[src/rtl/easyaxi_rd_arb.sv]
// Two-master AXI read arbiter: round-robin AR grant, one transaction in flight,
// R channel steered back to the owner, with a beat-count check against arlen.
module easyaxi_rd_arb #(
    parameter int unsigned ID_W    = 4,
    parameter int unsigned ADDR_W  = 32,
    parameter int unsigned LEN_W   = 8,
    parameter int unsigned SIZE_W  = 3,
    parameter int unsigned BURST_W = 2,
    parameter int unsigned USER_W  = 1,
    parameter int unsigned DATA_W  = 32,
    parameter int unsigned RESP_W  = 2
) (
    input  logic               clk,
    input  logic               rst_n,
    // master 0
    input  logic               m0_arvalid,
    output logic               m0_arready,
    input  logic [ID_W-1:0]    m0_arid,
    input  logic [ADDR_W-1:0]  m0_araddr,
    input  logic [LEN_W-1:0]   m0_arlen,
    input  logic [SIZE_W-1:0]  m0_arsize,
    input  logic [BURST_W-1:0] m0_arburst,
    input  logic [USER_W-1:0]  m0_aruser,
    output logic               m0_rvalid,
    input  logic               m0_rready,
    output logic [ID_W-1:0]    m0_rid,
    output logic [DATA_W-1:0]  m0_rdata,
    output logic [RESP_W-1:0]  m0_rresp,
    output logic               m0_rlast,
    output logic [USER_W-1:0]  m0_ruser,
    // master 1
    input  logic               m1_arvalid,
    output logic               m1_arready,
    input  logic [ID_W-1:0]    m1_arid,
    input  logic [ADDR_W-1:0]  m1_araddr,
    input  logic [LEN_W-1:0]   m1_arlen,
    input  logic [SIZE_W-1:0]  m1_arsize,
    input  logic [BURST_W-1:0] m1_arburst,
    input  logic [USER_W-1:0]  m1_aruser,
    output logic               m1_rvalid,
    input  logic               m1_rready,
    output logic [ID_W-1:0]    m1_rid,
    output logic [DATA_W-1:0]  m1_rdata,
    output logic [RESP_W-1:0]  m1_rresp,
    output logic               m1_rlast,
    output logic [USER_W-1:0]  m1_ruser,
    // slave
    output logic               slv_arvalid,
    input  logic               slv_arready,
    output logic [ID_W-1:0]    slv_arid,
    output logic [ADDR_W-1:0]  slv_araddr,
    output logic [LEN_W-1:0]   slv_arlen,
    output logic [SIZE_W-1:0]  slv_arsize,
    output logic [BURST_W-1:0] slv_arburst,
    output logic [USER_W-1:0]  slv_aruser,
    input  logic               slv_rvalid,
    output logic               slv_rready,
    input  logic [ID_W-1:0]    slv_rid,
    input  logic [DATA_W-1:0]  slv_rdata,
    input  logic [RESP_W-1:0]  slv_rresp,
    input  logic               slv_rlast,
    input  logic [USER_W-1:0]  slv_ruser,
    // status
    output logic [1:0]         grant,
    output logic               busy,
    output logic               len_err
);

    localparam int unsigned CNT_W = LEN_W + 1;

    typedef enum logic [1:0] {IDLE, AR_FWD, R_FWD} state_t;

    state_t           state;
    logic             prio;
    logic [CNT_W-1:0] cnt;
    logic [LEN_W-1:0] len_q;
    logic             arb_sel;
    logic             sel;
    logic             r_hs;
    logic [CNT_W-1:0] len_ext;

    // Winner when idle: the lone requester, or prio on a tie
    assign arb_sel = (m0_arvalid && m1_arvalid) ? prio : m1_arvalid;
    assign sel     = grant[1];
    assign r_hs    = slv_rvalid && slv_rready;
    assign len_ext = {1'b0, len_q};
    assign busy    = (state != IDLE);

    // R payload goes to both masters; only the owner sees rvalid
    assign m0_rid   = slv_rid;
    assign m0_rdata = slv_rdata;
    assign m0_rresp = slv_rresp;
    assign m0_rlast = slv_rlast;
    assign m0_ruser = slv_ruser;
    assign m1_rid   = slv_rid;
    assign m1_rdata = slv_rdata;
    assign m1_rresp = slv_rresp;
    assign m1_rlast = slv_rlast;
    assign m1_ruser = slv_ruser;

    assign slv_arid    = sel ? m1_arid    : m0_arid;
    assign slv_araddr  = sel ? m1_araddr  : m0_araddr;
    assign slv_arlen   = sel ? m1_arlen   : m0_arlen;
    assign slv_arsize  = sel ? m1_arsize  : m0_arsize;
    assign slv_arburst = sel ? m1_arburst : m0_arburst;
    assign slv_aruser  = sel ? m1_aruser  : m0_aruser;

    // Handshake steering, gated by state so IDLE drives nothing
    always_comb begin
        slv_arvalid = 1'b0;
        slv_rready  = 1'b0;
        m0_arready  = 1'b0;
        m1_arready  = 1'b0;
        m0_rvalid   = 1'b0;
        m1_rvalid   = 1'b0;
        case (state)
            AR_FWD: begin
                slv_arvalid = sel ? m1_arvalid : m0_arvalid;
                m0_arready  = grant[0] && slv_arready;
                m1_arready  = grant[1] && slv_arready;
            end
            R_FWD: begin
                slv_rready = sel ? m1_rready : m0_rready;
                m0_rvalid  = grant[0] && slv_rvalid;
                m1_rvalid  = grant[1] && slv_rvalid;
            end
            default: ;
        endcase
    end

    always_ff @(posedge clk or negedge rst_n) begin
        if (!rst_n) begin
            state   <= IDLE;
            grant   <= 2'b00;
            prio    <= 1'b0;
            cnt     <= '0;
            len_q   <= '0;
            len_err <= 1'b0;
        end else begin
            len_err <= 1'b0;
            case (state)
                IDLE: begin
                    if (m0_arvalid || m1_arvalid) begin
                        grant <= arb_sel ? 2'b10 : 2'b01;
                        cnt   <= '0;
                        len_q <= arb_sel ? m1_arlen : m0_arlen;
                        state <= AR_FWD;
                    end
                end
                AR_FWD: begin
                    if (slv_arvalid && slv_arready) state <= R_FWD;
                end
                R_FWD: begin
                    if (r_hs) begin
                        if (cnt != {CNT_W{1'b1}}) cnt <= cnt + CNT_W'(1);
                        // Early rlast, or a missing rlast on the last expected beat
                        len_err <= slv_rlast ? (cnt != len_ext) : (cnt == len_ext);
                        if (slv_rlast) begin
                            state <= IDLE;
                            grant <= 2'b00;
                            prio  <= ~grant[1];
                        end
                    end
                end
                default: state <= IDLE;
            endcase
        end
    end

endmodule

[config.mk]
export PLATFORM = sky130hd
export DESIGN_NAME = easyaxi_rd_arb
export DESIGN_NICKNAME = d
export VERILOG_FILES = /design/src/rtl/easyaxi_rd_arb.sv
export SDC_FILE = /design/constraint.sdc
export NUM_CORES = 1
export LEC_CHECK = 0
export ABC_AREA = 1
export CORE_AREA = 2 2 112 114
export CTS_CLUSTER_DIAMETER = 80
export DETAILED_ROUTE_END_ITERATION = 6
export DIE_AREA = 0 0 114 116
export PLACE_DENSITY = 0.75
export SLEW_MARGIN = 20
export SYNTH_ARGS = -nofsm -noshare
export SYNTH_HDL_FRONTEND = slang
export SYNTH_SLANG_ARGS = --single-unit
[constraint.sdc]
create_clock -name clk -period 2.04 [get_ports clk]
set_clock_uncertainty 0.15 [all_clocks]
set_input_delay 0.408 -clock clk [delete_from_list [all_inputs] [get_ports clk]]
set_output_delay 0.408 -clock clk [all_outputs]
set_load 0.02 [all_outputs]
==> Word level (Yosys, flattened, before mapping) <==
Cells that the tools add are included.
{ "totals": {"mem_bits_ro": 0, "elab_cells": 65, "out_inout_bits": 140, "mem_count": 0, "ram_bits": 0, "input_bits": 148, "regBits": 23, "latchBits": 0} }
{ "op_classes": {"eq_ne": 10, "n_reduce_logical": 16, "n_div": 0, "shift": 0, "n_lt_le_gt_ge": 0, "muxes": 31, "n_addsub": 1, "n_bitwise": 1, "n_mul": 0} }
{ "op_table": {"columns": ["cell", "count"], "rows": [
  ["$mux W32", 1],
  ["$mux W9", 3],
  ["$pmux W9 S2", 1],
  ["$mux W8", 2],
  ["$mux W2", 7],
  ["$mux W1", 13],
  ["$reduce_and A4 Y1", 3],
  ["$ne A2 B2 Y1 const B", 5],
  ["$add A9 B1 Y9 const B", 1],
  ["$eq A9 B8 Y1", 1],
  ["$ne A9 B8 Y1", 1],
  ["$ne A9 B9 Y1 const B", 1],
  ["$logic_and A1 B1 Y1", 7],
  ["$pmux W2 S3", 1],
  ["$mux W4", 1],
  ["$pmux W2 S2", 1],
  ["$reduce_bool A2 Y1", 2],
  ["$mux W3", 1],
  ["$reduce_and A3 Y1", 1],
  ["$eq A2 B1 Y1 const B", 1],
  ["$eq A2 B2 Y1 const B", 1],
  ["$logic_not A2 Y1", 1],
  ["$reduce_and A2 Y1", 1],
  ["$logic_or A1 B1 Y1", 1],
  ["$not A1 Y1", 1]
]} }

==> Depth between registers and ports, before layout <==
Gate-level depths: netlist (run 1).
{ "logic_depth": {"word_depth": 5, "depth_mapped": 12} }

==> Worst setup path before layout (run 1) <==
OpenSTA, ideal clock, no wires.
{ "synth_path": {"kind": "register to output", "from": "reg grant[1]", "to": "out slv_arlen[0]", "path_buffers": 2, "slack_ns": 0.205, "path_stages_with_launch": 4, "arrival_ns": 1.277, "required_time_ns": 1.482, "cell_sequence": "dfrtp_1 -> buf_2 -> buf_2 -> o21ai_0"} }
{ "synth_between": {"elab_chain_len": 1} }
{ "synth_lines": {"columns": ["element", "line", "text"], "rows": [
  ["start: declaration", "64", "output logic [1:0] grant,"],
  ["start signal: assignment", "144", "grant <= arb_sel ? 2'b10 : 2'b01;"],
  ["$mux W8", "103", "assign slv_arlen = sel ? m1_arlen : m0_arlen;"],
  ["end: declaration", "52", "output logic [LEN_W-1:0] slv_arlen,"]
]} }
No other way between the ends.

==> Worst setup path after layout (run 1) <==
{ "layout_path": {"from": "reg grant[1]", "to": "out slv_araddr[17]"} }
{ "layout_between": {"elab_chain_len": 1} }
{ "layout_lines": {"columns": ["element", "line", "text"], "rows": [
  ["$mux W32", "102", "assign slv_araddr = sel ? m1_araddr : m0_araddr;"],
  ["end: declaration", "51", "output logic [ADDR_W-1:0] slv_araddr,"]
]} }
No other way between the ends.

==> run summary, run 1 <==
The worst-case register-to-register setup slack came out at 0.09 ns. The initial standard-cell utilization of the core came out at 21.7%. The number of global-route vias before repair came out at 2857. The final total negative setup slack is 0 ns.

The cell area power density is 969 mW/mm². By area the synthesized netlist is led by sky130_fd_sc_hd__nand2_1, sky130_fd_sc_hd__buf_4, sky130_fd_sc_hd__dfrtp_1, sky130_fd_sc_hd__o21ai_0, sky130_fd_sc_hd__inv_1. The residual overflow from global routing came out at 0. The number of library cell types mapped by synthesis came out at 26.

The largest net degree at the start of global routing is 24. In this run the worst setup path terminates at slv_araddr[17]. The run finished with clean final reports. The placed instance count came out at 694. In this run the critical register-to-register path is launched from cnt[1]$_DFFE_PN0P_. Of the cells placed in the final design, the portion with a size suffix greater than 1 is 22.8%.

The count of endpoints failing hold in the final timing report is 0. The number of maximum-capacitance constraint violations is 0. The share of the synthesized area in compound gates (AO/OA/AOI/OAI) is 8.81%. In the synthesized netlist the dominant register cell turns out to be sky130_fd_sc_hd__dfrtp_1. At the pin with the least slew margin, the transition time is 0.319 ns. The final cycle utilization of the critical path came out at 98.0%. The die is 114 µm wide. The synthesized-area fraction occupied by and/or/nand/nor cells is 34.6%. The last weighted congestion value of the routability-driven placer came out at 0.844.

The number of cell rows came out at 40. The cell area after technology mapping came out at 0.00258 mm². The most critical setup path has its startpoint at grant[1]$_DFFE_PN0P_. Summing the sequential cell areas from Yosys gives 22.3% of the chip area. The final layout net count came out at 709. The largest fanout of any net on the critical path came out at 9.

The number of antenna violations at the first check in global routing came to 0. The commonest cells after synthesis are sky130_fd_sc_hd__nand2_1, sky130_fd_sc_hd__buf_4, sky130_fd_sc_hd__inv_1. The ratio of routed vias to standard cells came out at 4.20. The total of endpoints with negative setup slack in the final report came out at 0. STA classifies the critical path endpoint as an output port. The worst register-to-register path ends at cnt[0]$_DFFE_PN0P_. Clock-pin slew was measured on the worst setup and hold paths at 0.07 ns. The critical path in this run is classified as flip-flop to output port. Clock latency on the worst-skew pair, taken at its later pin, is 0.26 ns. The synthesized-area fraction occupied by xor and xnor cells is 2.03%. 0 antenna diodes ended up in the layout. The detailed-route via count came out at 2962. The relative area change from synthesis to final layout is 62.4%. The area of the core region came out at 0.0119 mm². Buffers placed on the I/O ports in this run total 170.

The total wire length came out at 10200 µm. The multiplexer area fraction after synthesis came out at 0%. Counting the buffers created by CTS gives 3. The number of nets with antenna violations after routing is 0. The first global-routing pass estimated 14600 µm of wire. The peak supply drop is 343 µV. Counting every net in the synthesized netlist gives 579. The layout has 1291 filler cells. The worst setup path is launched from a flip-flop. The average instance in the mapped netlist occupies 6.02 µm².

The number of top-level pins came out at 288. Setup repair after global routing could not meet its margin everywhere. In the routed design, unresolved DRC markers number 0. The data required time of the worst path is 1.48 ns. The count of flip-flops with a built-in enable after synthesis came out at 0. The post-synthesis cell count came out at 429. Counting along the longest clock path gives a buffer depth of 2. After synthesis, the largest family of logic cells by area is simple AND/OR/NAND/NOR gates. The flop and latch count out of synthesis came out at 23. By instance count, the leading cell after synthesis is sky130_fd_sc_hd__nand2_1. The analysis attributes to cell leakage a power of 2.17 nW.

Excluding fillers, the count of instances in the completed layout stands at 705. The path class of the tightest hold or removal check is input pin to asynchronous set/reset pin. The detailed placement HPWL is 8290 µm. The overall routing resource usage came out at 14.2%.

CTS built an H-tree with a depth of 1. The tree is rooted in a sky130_fd_sc_hd__clkbuf_16. STA puts the critical path data arrival time at 1.44 ns. TritonCTS built the clock tree.

For the finished layout, the period the worst path requires is 2.00 ns. The top achievable clock speed is 500 MHz. Of all cell types, the one taking the most synthesized area is sky130_fd_sc_hd__nand2_1. The max-slew violation count is 0. The clock sink count is 23. The worst relative slew slack is 78.8%. The proportion of register bits with asynchronous set or reset after synthesis came out at 100%. The post-synthesis share of cell area spent on full adders, half adders and majority gates came out at 0.969%. The count of warnings emitted by yosys is 0. The full die area came out at 0.0132 mm². The detailed router's first-iteration violation count came out at 98.

The first-pass iteration count of the detailed router came out at 4. The average routed wire per standard cell is 14.5 µm. Measured along the y axis, the die boundary spans 116 µm. The worst reg-to-reg path cell count came out at 11. The top cell type by area accounts for 27.9% of the synthesized area.
[sequential cells by signal, indices dropped and copies added, names as in the netlist]
| register | flops |
|---|---|
| prio | 1 |
| grant | 2 |
| cnt | 9 |
| state | 2 |
| len_err | 1 |
| len_q | 8 |
[power by group]
| part | total [W] | leakage, nW | switching, W | internal [W] |
|---|---|---|---|---|
| combinational | 0.00294 | 1.83 | 0.00169 | 0.00125 |
| sequential | 0.000692 | 0.297 | 0.0000940 | 0.000598 |
| clock | 0.000436 | 0.0409 | 0.000172 | 0.000264 |
| total | 0.00407 | 2.17 | 0.00195 | 0.00212 |
[per-layer routing]
metal	part of all wire (%)	GRT usage (%)	vias to the layer above	wire length, µm
met5	0	0	-	0
met4	1.6	4.23	0	161
met3	7.3	3.56	19	743
met2	53	27.1	152	5450
met1	38	15.4	1297	3840
li1	-	-	1494	-
[worst min path at each step]
stage | from | to | slack [ns] | cells past startpoint
final | rst_n | cnt[4]$_DFFE_PN0P_ | 0.35 | 2
after detailed placement | prio$_DFFE_PN0P_ | prio$_DFFE_PN0P_ | 0.35 | 2
after global placement | cnt[8]$_DFFE_PN0P_ | cnt[8]$_DFFE_PN0P_ | 0.35 | 2
after floorplan | rst_n | cnt[0]$_DFFE_PN0P_ | -0.04 | 0
after global routing | rst_n | cnt[1]$_DFFE_PN0P_ | 0.39 | 2
after CTS | rst_n | len_q[6]$_DFFE_PN0P_ | 0.37 | 2
[critical path, cell delays in order, from the launching register on]
cell and delay, ns:
sky130_fd_sc_hd__dfrtp_2 0.46, sky130_fd_sc_hd__buf_12 0.16, sky130_fd_sc_hd__clkbuf_16 0.16, sky130_fd_sc_hd__nand2_1 0.09
sky130_fd_sc_hd__nand2_1 0.06, sky130_fd_sc_hd__clkdlybuf4s15_2 0.25
[cell type report]
cell class              count  area, µm²  share of cell area (%)
clock buffers               3       75.1                    1.79
flip-flops and latches     23        577                    13.7
clock inverters             1       5.00                   0.119
well taps                 147        184                    4.38
inverters                  37        141                    3.37
multi-input cells         275       1250                    29.7
repair buffers            219       1970                    46.9
[logic make-up (layout without fill, tap and decap cells)]
group / Yosys count / after routing
AND/OR/NAND/NOR: 226 / 226
buffers and inverters: 131 / 260
AO/OA/AOI/OAI: 41 / 41
flip-flops: 23 / 23
XOR/XNOR: 6 / 6
adder cells (fa/ha/maj): 2 / 2
[per-stage QoR]
step                cell area [µm²]  util [%]  hold slack, ns  power (W)  worst slack (ns)
finish                         4200      35.2           0.353    0.00407            0.0400
global route                   4200      35.2           0.388    0.00440           -0.0292
global placement               4180      35.1           0.346    0.00371            -0.326
floorplan                      2580         -         -0.0376    0.00239             0.205
detailed placement             4180      35.1           0.351    0.00372            -0.322
CTS                            4280      36.0           0.365    0.00407           -0.0285
[cell usage in the layout (no fill, tap or decap), drive strengths merged]
cell,count
inv,37
dlygate4sd2,8
nor2,17
nand4,1
clkbuf,27
ha,2
nand3,6
a21oi,9
nor3,5
clkdlybuf4s50,110
xor2,5
xnor2,1
nand2,194
clkdlybuf4s15,4
buf,72
o21ai,32
dfrtp,23
nor3b,3
clkinv,1
dlymetal6s2s,1
[what timing repair did]
item,CTS,global route
setup buffers,0,4
endpoints found under the hold margin,0,0
cloned,1,2
resized for setup,135,72
hold buffers,0,0
pin swaps,0,4
endpoints found under the setup margin,58,61
Power figures use the tool's default switching activity.
==> run 2: changes to the inputs <==
--- a/config.mk
+++ b/config.mk
@@ -11,6 +11,8 @@
 export DETAILED_ROUTE_END_ITERATION = 6
 export DIE_AREA = 0 0 114 116
 export PLACE_DENSITY = 0.75
+export RECOVER_POWER = 50
+export SETUP_SLACK_MARGIN = 0.05
 export SLEW_MARGIN = 20
 export SYNTH_ARGS = -nofsm -noshare
 export SYNTH_HDL_FRONTEND = slang
==> run 2 against run 1 <==
First-iteration DRC count decreased by 9.2%. Setup slack improved by 0.045 ns. Fmax increased by 2.3%. Final area increased by 1.2%. Clock-buffer cell count unchanged. Cell count increased by 0.14%. Via count increased by 0.51%. Core utilization increased by 0.42 points. Clock power decreased by 0.9%. Combinational power increased by 2%. Flip-flop and latch count unchanged. Sequential share of layout area decreased by 0.16 points.
==> run summary, run 2 (same netlist as run 1, synthesis figures left out) <==
The leakage power total came to 2.19 nW (+0.75%). The post-route core utilization came out at 35.7% (+0.42 points). The sequential cell fraction of total power is 16.7% (-0.3 points).

The number of cell rows was 40 (unchanged). The detailed router's first-iteration violation count is 89 (-9.2%). The full die area came out at 0.0132 mm² (unchanged).

The buffer cell driving the clock tree root is sky130_fd_sc_hd__clkbuf_16. The most common library cell in the layout ignoring fill and taps is sky130_fd_sc_hd__nand2_1. The sort of element at the start of the critical path is a flip-flop.

The last weighted congestion value of the routability-driven placer came out at 0.844 (unchanged). The reported net switching power was 0.00197 W (+0.65%). The slack of the critical path came out at 0.0845 ns (+0.0445 ns). The horizontal die dimension came to 114 µm (unchanged). The worst-case clock buffer depth came out at 2 (unchanged). The total CTS buffers is 3 (unchanged). The tightest min-delay check is of the flip-flop to flip-flop type. The residual DRC count came out at 0 (unchanged). The post-CTS clock slew at the launch and capture registers of the worst setup and hold paths came out at 0.06 ns (about the same). The worst relative slew slack is 60.8% (-18 points). The arrival time of the worst setup path is 1.40 ns (-0.04 ns). The initial standard-cell utilization of the core came to 21.7% (unchanged). The top achievable clock speed came to 511 MHz (+2.3%).

The ratio of routed vias to standard cells came to 4.22 (+0.36%). The worst hold-check slack is 0.361 ns (+0.00796 ns). The TritonCTS clock tree is done. The worst setup path is of the flip-flop to output port kind. The max-slew violation count is 0 (unchanged). The count of endpoints failing hold in the final timing report came out at 0 (unchanged). The first-pass iteration count of the detailed router is 4 (unchanged).

The run finished with clean final reports. The final cycle utilization of the critical path came out at 95.9% (-2.2 points). The average routed wire per standard cell is 14.5 µm (about the same).

Setup repair after global routing could not meet its margin everywhere. The slew at the pin closest to its max-slew limit is 0.588 ns (+0.270 ns). The number of buffers inserted by hold repair at cts came to 0 (unchanged). The area of the core region is 0.0119 mm² (unchanged). The final standard cell count with taps included and fillers excluded came out at 706 (+0.14%). Relative to the synthesized area, the layout overhead comes to 64.4%. Counting flops per register, the top entry is cnt.

The overall routing resource usage came out at 14.3% (+0.12 points). The residual overflow from global routing is 0 (unchanged). The placed instance count is 694 (unchanged).

The total of endpoints with negative setup slack in the final report is 0 (unchanged). In the final layout, the registers with the most flip-flops are cnt (9), len_q (8). The count of input and output buffers came out at 170 (unchanged). The minimum setup slack after placement is -0.322 ns (unchanged). The final critical-path required period came to 1.96 ns (-0.0445 ns). The number of antenna violations at the first check in global routing is 0 (unchanged). The part of the total power dissipated in the clock network came out at 10.5% (-0.2 points). The height of the die was 116 µm (unchanged). The number of top-level pins is 288 (unchanged). The peak supply drop came out at 339 µV (-1.2%). The total power after layout is 0.00412 W (+1.3%). The clock insertion delay at the later pin of the skew report came out at 0.26 ns (about the same). The number of nets with antenna violations after routing is 0 (unchanged). The number of flip-flops in the largest register came out at 9 (unchanged). The top cell types in the final layout, fill and taps aside, are sky130_fd_sc_hd__nand2_1, sky130_fd_sc_hd__clkdlybuf4s50_1, sky130_fd_sc_hd__buf_2, sky130_fd_sc_hd__buf_4, sky130_fd_sc_hd__inv_1. The number of global-route vias before repair is 2873 (+0.56%). The worst setup path is captured at an output port.

The total internal power is 0.00215 W (+1.8%). The detailed placement HPWL came out at 8290 µm (unchanged). The final antenna diode count is 0 (unchanged). The clock sink count came out at 23 (unchanged). The power share of the combinational group was 72.8% (+0.5 points).

The number of maximum-capacitance constraint violations is 0 (unchanged). The share of total power consumed by net switching is 47.7% (-0.29 points). The largest net degree at the start of global routing was 24 (unchanged). The H-tree depth came out at 1 (unchanged).

The largest fanout of any net on the critical path is 14 (+5). The data required time of the worst path is 1.48 ns (about the same). The share of post-route cells with drive strength above 1 came to 25.0% (+2.3 points). The detailed-route via count came out at 2977 (+0.51%).

The layout filler cell count is 1281 (-0.77%). The total wire length is 10200 µm (+0.19%). The cell area power density came out at 970 mW/mm² (about the same). The final layout net count is 710 (+0.14%). The wire length of the first global-routing pass was 14700 µm (+0.90%).
run 2: cell count changes in the layout (fill, tap and decap cells not counted), sizes merged:
| cell | before | now |
|---|---|---|
| dlygate4sd2 | 8 | 4 |
| bufbuf | 0 | 1 |
| clkbuf | 27 | 7 |
| clkdlybuf4s50 | 110 | 108 |
| clkinv | 1 | 2 |
| inv | 37 | 36 |
| dlygate4sd3 | 0 | 1 |
| clkdlybuf4s15 | 4 | 0 |
| nand2 | 194 | 195 |
| dlygate4sd1 | 0 | 2 |
| buf | 72 | 98 |
run 2: layout make-up:
class / count / area, µm² / share of cell area (%)
clock buffer: 3 / 75.1 / 1.77
clock inverter: 1 / 5.00 / 0.118
inverter: 37 / 154 / 3.62
multi-input combinational: 276 / 1280 / 30.2
sequential: 23 / 577 / 13.6
tap: 147 / 184 / 4.33
timing repair buffer: 219 / 1970 / 46.4
run 2: routing by layer:
| metal | up-vias | track usage [%] | part of all wire, % |
|---|---|---|---|
| met4 | 0 | 3.74 | 1.2 |
| met3 | 17 | 3.29 | 6.6 |
| met2 | 159 | 27.5 | 55 |
| met5 | - | 0 | 0 |
| met1 | 1306 | 15.7 | 37 |
| li1 | 1495 | - | - |
run 2: repair_timing:
item | 4_1_cts | 5_1_grt
buffers inserted | 3 | 2
gates resized for setup | 232 | 51
pin swaps | 0 | 6
endpoints found under the setup margin | 65 | 41
cloned | 1 | 2
run 2: critical path, cell delays in order (launching register included):
cell and delay, ns:
sky130_fd_sc_hd__dfrtp_2 0.45, sky130_fd_sc_hd__buf_12 0.16, sky130_fd_sc_hd__buf_6 0.12, sky130_fd_sc_hd__nand2_2 0.06, sky130_fd_sc_hd__o21ai_2 0.06, sky130_fd_sc_hd__nor2_1 0.13
sky130_fd_sc_hd__buf_4 0.16
run 2: metrics by stage:
stage	area, µm²	setup TNS, ns
finish	4250	0
CTS	4080	0
detailed placement	4180	-8.31
floorplan	2580	0
global route	4250	-0.0136
global placement	4180	-8.02
run 2: path summary, 6_finish.rpt:
kind                                            from                    to  cells past startpoint  slack [ns]
worst max-delay path            grant[1]$_DFFE_PN0P_            slv_rready                      6        0.08
worst min-delay path                prio$_DFFE_PN0P_      prio$_DFFE_PN0P_                      2        0.36
worst max register to register    cnt[1]$_DFFE_PN0P_    cnt[7]$_DFFE_PN0P_                     12        0.12
worst min register to register      prio$_DFFE_PN0P_      prio$_DFFE_PN0P_                      2        0.36
max in group asynchronous                      rst_n  grant[1]$_DFFE_PN0P_                      2        0.79
min in group asynchronous                      rst_n    cnt[4]$_DFFE_PN0P_                      2        0.52
run 2: power groups by stage:
| stage | clock network, W | logic (W) | registers, W |
|---|---|---|---|
| global placement | 0 | 0.00302 | 0.000688 |
| detailed placement | 0 | 0.00303 | 0.000694 |
| floorplan | 0 | 0.00169 | 0.000700 |
| CTS | 0.000436 | 0.00286 | 0.000690 |
| global route | 0.000462 | 0.00328 | 0.000707 |
| finish | 0.000432 | 0.00300 | 0.000689 |
